**src/rtl/coin_accum_ctrl.sv**
```systemverilog
// Coin accumulator: captures debounced coin/clear pulses, arbitrates round-robin,
// keeps a saturating binary total and converts it to 4-digit BCD by double dabble.
module coin_accum_ctrl #(
   parameter int unsigned VAL0      = 1,
   parameter int unsigned VAL1      = 5,
   parameter int unsigned VAL2      = 10,
   parameter int unsigned VAL3      = 25,
   parameter int unsigned MAX_TOTAL = 9999
) (
   input  logic        clk,
   input  logic        rst_n,
   input  logic [3:0]  coin_pulse,
   input  logic        clr_pulse,
   output logic [13:0] total,
   output logic [15:0] bcd,
   output logic        bcd_valid,
   output logic        busy,
   output logic        overflow,
   output logic        lost
);

   localparam int unsigned NREQ      = 4;
   localparam int unsigned TW        = 14;
   localparam int unsigned SW        = 15;
   localparam int unsigned BW        = 16;
   localparam int unsigned DW        = TW + BW;
   localparam int unsigned CW        = 4;
   localparam int unsigned LAST_ITER = TW - 1;

   typedef enum logic {IDLE, CONV} state_e;

   state_e          state_q, state_d;
   logic [NREQ-1:0] pend_q, pend_d;
   logic            clr_pend_q, clr_pend_d;
   logic [1:0]      rr_ptr_q, rr_ptr_d;
   logic [TW-1:0]   total_q, total_d;
   logic            overflow_q, overflow_d;
   logic            lost_q, lost_d;
   logic [BW-1:0]   bcd_q, bcd_d;
   logic            bcd_valid_q, bcd_valid_d;
   logic            busy_q, busy_d;
   logic [DW-1:0]   shreg_q, shreg_d;
   logic [CW-1:0]   cnt_q, cnt_d;

   logic [1:0]      grant;
   logic [NREQ-1:0] svc;
   logic            clr_svc;
   logic [SW-1:0]   sum;

   function automatic logic [SW-1:0] req_val(input logic [1:0] idx);
      logic [SW-1:0] v;
      case (idx)
         2'd0:    v = SW'(VAL0);
         2'd1:    v = SW'(VAL1);
         2'd2:    v = SW'(VAL2);
         default: v = SW'(VAL3);
      endcase
      return v;
   endfunction

   // One double-dabble iteration: add 3 to each BCD digit >= 5, then shift left.
   function automatic logic [DW-1:0] dd_step(input logic [DW-1:0] s);
      logic [DW-1:0] t;
      t = s;
      for (int d = 0; d < 4; d++) begin
         if (t[TW+4*d +: 4] >= 4'd5) begin
            t[TW+4*d +: 4] = t[TW+4*d +: 4] + 4'd3;
         end
      end
      return {t[DW-2:0], 1'b0};
   endfunction

   // First pending requester at or after rr_ptr, wrapping 3 -> 0.
   always_comb begin
      grant = rr_ptr_q;
      for (int i = int'(NREQ) - 1; i >= 0; i--) begin
         if (pend_q[rr_ptr_q + 2'(i)]) begin
            grant = rr_ptr_q + 2'(i);
         end
      end
   end

   always_comb begin
      state_d     = state_q;
      rr_ptr_d    = rr_ptr_q;
      total_d     = total_q;
      overflow_d  = overflow_q;
      bcd_d       = bcd_q;
      bcd_valid_d = 1'b0;
      shreg_d     = shreg_q;
      cnt_d       = cnt_q;
      svc         = '0;
      clr_svc     = 1'b0;
      sum         = '0;

      case (state_q)
         IDLE: begin
            if (clr_pend_q) begin
               total_d    = '0;
               overflow_d = 1'b0;
               clr_svc    = 1'b1;
               shreg_d    = '0;
               cnt_d      = '0;
               state_d    = CONV;
            end else if (|pend_q) begin
               sum = SW'(total_q) + req_val(grant);
               if (sum > SW'(MAX_TOTAL)) begin
                  total_d    = TW'(MAX_TOTAL);
                  overflow_d = 1'b1;
               end else begin
                  total_d = sum[TW-1:0];
               end
               svc[grant] = 1'b1;
               rr_ptr_d   = grant + 2'd1;
               shreg_d    = DW'(total_d);
               cnt_d      = '0;
               state_d    = CONV;
            end
         end
         CONV: begin
            shreg_d = dd_step(shreg_q);
            cnt_d   = cnt_q + 4'd1;
            if (cnt_q == CW'(LAST_ITER)) begin
               bcd_d       = shreg_d[DW-1:TW];
               bcd_valid_d = 1'b1;
               state_d     = IDLE;
            end
         end
      endcase

      // A new pulse on the servicing edge wins over the service clear.
      pend_d     = (pend_q & ~svc) | coin_pulse;
      clr_pend_d = (clr_pend_q & ~clr_svc) | clr_pulse;
      lost_d     = lost_q | (|(coin_pulse & pend_q & ~svc));
      busy_d     = (state_d == CONV);
   end

   always_ff @(posedge clk or negedge rst_n) begin
      if (!rst_n) begin
         state_q     <= IDLE;
         pend_q      <= '0;
         clr_pend_q  <= 1'b0;
         rr_ptr_q    <= '0;
         total_q     <= '0;
         overflow_q  <= 1'b0;
         lost_q      <= 1'b0;
         bcd_q       <= '0;
         bcd_valid_q <= 1'b0;
         busy_q      <= 1'b0;
         shreg_q     <= '0;
         cnt_q       <= '0;
      end else begin
         state_q     <= state_d;
         pend_q      <= pend_d;
         clr_pend_q  <= clr_pend_d;
         rr_ptr_q    <= rr_ptr_d;
         total_q     <= total_d;
         overflow_q  <= overflow_d;
         lost_q      <= lost_d;
         bcd_q       <= bcd_d;
         bcd_valid_q <= bcd_valid_d;
         busy_q      <= busy_d;
         shreg_q     <= shreg_d;
         cnt_q       <= cnt_d;
      end
   end

   assign total     = total_q;
   assign bcd       = bcd_q;
   assign bcd_valid = bcd_valid_q;
   assign busy      = busy_q;
   assign overflow  = overflow_q;
   assign lost      = lost_q;

endmodule

```
**config.mk**
```make
export PLATFORM = sky130hd
export DESIGN_NAME = coin_accum_ctrl
export DESIGN_NICKNAME = d
export VERILOG_FILES = /design/src/rtl/coin_accum_ctrl.sv
export SDC_FILE = /design/constraint.sdc
export NUM_CORES = 1
export LEC_CHECK = 0
export CORE_MARGIN = 5
export CORE_UTILIZATION = 45
export DETAILED_ROUTE_END_ITERATION = 10
export HOLD_SLACK_MARGIN = 0.06
export PLACE_DENSITY = 0.76
export RECOVER_POWER = 100
export SYNTH_ARGS = -nofsm -noshare
export SYNTH_HDL_FRONTEND = slang
export SYNTH_SLANG_ARGS = --single-unit
```
**constraint.sdc**
```tcl
create_clock -name clk -period 5.22 [get_ports clk]
set_input_delay 1.566 -clock clk [delete_from_list [all_inputs] [get_ports clk]]
set_output_delay 1.566 -clock clk [all_outputs]
set_load 0.02 [all_outputs]
```
==> run summary <==
run status: finished, violations left
Max-cap violations: 3
path category of the worst min-delay check: reg -> reg
final antenna-violating net count: 0
Worst Setup Start Kind: register
power density cells: 473 nW/um^2
Global Route met1 Usage: 0.224
time the worst path needs with I/O delays and setup: 4.66 ns
total via count in the routed design: 3284
Rows: 34
clock latency of the later-clocked register in the worst-skew pair: 0.34 ns
initial antenna violation count: 0
count of non-filler cells in the finished layout: 565
wire length of the first global-routing pass: 15.6 mm
count of unique library cells instantiated by Yosys: 52
post-synthesis area per instance: 9.79 sq um
global routing's busiest layer: met2
largest net degree at the start of global routing: 76
number of hold-slack violations in the final timing report: 0
number of register bits inferred by synthesis: 75
Reg2Reg Launch Point: pend_q[0]
P_leak: 2.22 nW
number of port buffers: 40
Worst Path Arrival: 4.93 ns
global-route total usage across every layer: 0.168
beginning of the worst hold path: lost
violated checks: capacitance limit, slew limit
aggregate routed wire length: 8.97 mm
worst-case headroom to the max-slew limit: -0.219
cell types with the largest area share after synthesis: dfrtp_1 46%, ha_1 7.1%, nand2_1 6.4%
element type at the critical path end: register
number of nets in the finished design: 484
count of final max-slew check failures: 132
peak supply drop: 0.260 mV
post-synth top area cell: dfrtp_1
Max Fclk: 0.215 GHz
number of clock sinks: 75
total clock buffers created by CTS: 9
Clock Skews: 0.0111 ns
proportion of layout cells with a drive suffix above 1: 0.0678
final design area excluding fillers: 4730 sq um
portion of the post-synthesis area used by sequential elements: 0.462
Post-Place Cells: 550
DRC violation count after routing: 0
Clock transition at path regs: 0.07 ns
final estimated routing congestion in global placement: 0.826
number of I/O pins: 41
area taken by flip-flops and latches: 1880 sq um
aggregate global routing overflow: 0
met3 demand-to-capacity share in global routing: 0.0469
root buffer selected by CTS: clkbuf_8
number of global-route vias before repair: 3371
gate count of the mapped netlist: 415
Fill cells: 803
Setup-failing EPs final: 0
die height: 105 um
Syn Nets: 446
initial cell density of the core: 0.464
proportion of synthesized flip-flops having asynchronous set or reset: 1.00
PostCTS Resize Cnt: 0
final total power: 2.24 mW
highest fanout seen on the critical path: 11
Detailed Routing Iterations Pass 1: 5
number of DRC violations after detailed-routing iteration 0: 213
area grow syn2layout: 16.4%
cell area after technology mapping: 4060 sq um
final cell utilization of the core: 0.540
RSZ-0062 raised after global routing: no
number of warnings printed during yosys synthesis: 0
category of the critical setup timing path: reg -> reg
total of hold buffers inserted after clock tree synthesis: 0
hpwl dp: 6.28 mm
detailed-route wire length per cell: 15.9 um
Post-DP Area: 4570 sq um
maximum buffer depth of the clock tree: 2
Setup Total Neg Slack: 0 ns
most instantiated flip-flop cell in the synthesis netlist: dfrtp_1
number of vias per cell: 5.81
number of flops mapped to enable cells by yosys: 0
share of the clock period used by the worst path after layout: 0.892
launch point of the critical path: pend_q[0]
Global Route met2 Usage: 0.266
H-tree lvl count: 3
post-synth top area share: 0.462
clock tree from TritonCTS: built
floorplan die area: 11000 sq um
area of combinational cells with multiple inputs: 2010 sq um
width of the die: 105 um
diode insertion count for antenna repair: 0
Least-Margin Pin Slew: 1.83 ns
required time worst endpoint: 5.49 ns
Post-CTS Setup Repair Bufs: 0
area of the core region: 8760 sq um
-- cell usage in the layout (no fill, tap or decap), types with 4 or more instances in the layout --
| cell type | synthesis | final |
|---|---|---|
| dfrtp_1 | 75 | 75 |
| nand2_1 | 69 | 69 |
| o21ai_0 | 38 | 38 |
| dlygate4sd3_1 | 0 | 34 |
| ha_1 | 23 | 23 |
| a21oi_1 | 21 | 21 |
| inv_1 | 19 | 19 |
| a22o_1 | 14 | 14 |
| nor2_1 | 13 | 13 |
| xnor2_1 | 13 | 13 |
| a22oi_1 | 10 | 10 |
| clkbuf_8 | 0 | 9 |
| nand2b_1 | 8 | 8 |
| nand3_1 | 8 | 8 |
| a221oi_1 | 7 | 7 |
| xor2_1 | 6 | 6 |
| nor3_1 | 5 | 5 |
| a21boi_0 | 5 | 5 |
| or2_2 | 5 | 5 |
| a21o_1 | 5 | 5 |
| mux2i_1 | 4 | 5 |
| a221o_1 | 5 | 5 |
| clkdlybuf4s50_1 | 0 | 5 |
| mux2_2 | 4 | 4 |
| clkbuf_1 | 15 | 4 |
-- sequential cells by signal, indices dropped and copies added, names as in the netlist --
| signal | flops |
|---|---|
| rr_ptr_q | 2 |
| clr_pend_q | 1 |
| bcd | 16 |
| bcd_valid | 1 |
| overflow | 1 |
| pend_q | 4 |
| lost | 1 |
| total | 14 |
| cnt_q | 4 |
| busy | 1 |
| shreg_q | 30 |
-- final timing paths --
| check | to | slack, ns | cells past startpoint |
|---|---|---|---|
| min | lost | 0.46 | 2 |
| max in group asynchronous | pend_q[2] | 2.43 | 1 |
| min reg2reg | lost | 0.46 | 2 |
| max reg2reg | total[6] | 0.56 | 14 |
| min in group asynchronous | bcd[2] | 1.72 | 1 |
| max | total[6] | 0.56 | 14 |
-- stage by stage --
step | hold slack, ns | setup slack, ns
floorplan | 0.462 | 1.40
CTS | 0.475 | 0.838
global placement | 0.457 | 1.16
finish | 0.461 | 0.564
global route | 0.497 | 0.358
detailed placement | 0.457 | 0.855
-- power by group --
part	switching (mW)	total, mW	internal [mW]
combinational	0.512	0.906	0.393
sequential	0.118	0.844	0.726
clock	0.219	0.487	0.268
-- layer usage --
layer,part of all wire,routed length [um],up-vias
met2,0.47,4170,110
met1,0.46,4120,1594
met4,0.018,157,0
li1,-,-,1566
met3,0.058,518,14
met5,0,0,-
-- worst max-delay path: stages, from the launching register on --
cell and delay, ns:
dfrtp_1 0.47, nor2_1 0.11, nor2_1 0.12, a21oi_1 0.06
o221ai_1 0.41, inv_1 0.19, ha_1 0.26, or2_2 0.33
ha_1 0.32, a21o_1 0.21, a221oi_1 0.66, o32ai_1 0.20
a32oi_1 0.52, o41a_1 0.50, a32o_1 0.24
-- Yosys cell counts, types with 2 or more instances --
cell type	number
a221o_1	5
or2_2	5
a21boi_0	5
nand2_1	69
mux2i_1	4
nor3_1	5
and3_1	3
ha_1	23
clkbuf_1	15
nand3_1	8
a22o_1	14
buf_2	2
xnor2_1	13
mux2_2	4
a22oi_1	10
a221oi_1	7
nor2_1	13
dfrtp_1	75
a21o_1	5
a41oi_1	2
o21a_1	2
a211oi_1	2
a32o_1	3
nand4_1	3
nor2b_1	2
nor3b_1	2
nand2b_1	8
o21ai_0	38
inv_1	19
a21oi_1	21
o2111ai_1	2
xor2_1	6
-- kinds of logic after synthesis --
logic type                 share of synthesized area
muxes                                         0.0243
and+or+nand+nor                                0.138
adders and majority gates                     0.0758
buffers and inverters                         0.0376
xor gates and xnor gates                      0.0410
AOI/OAI and AO/OA                              0.221
DFF                                            0.462
-- cell type report --
cell class	count	area share
multi-input cells	302	0.425
flip-flops and latches	75	0.397
clock inverters	6	0.0190
repair buffers	45	0.0884
inverters	20	0.0159
well taps	108	0.0286
clock buffers	9	0.0262
Power figures use the tool's default switching activity.
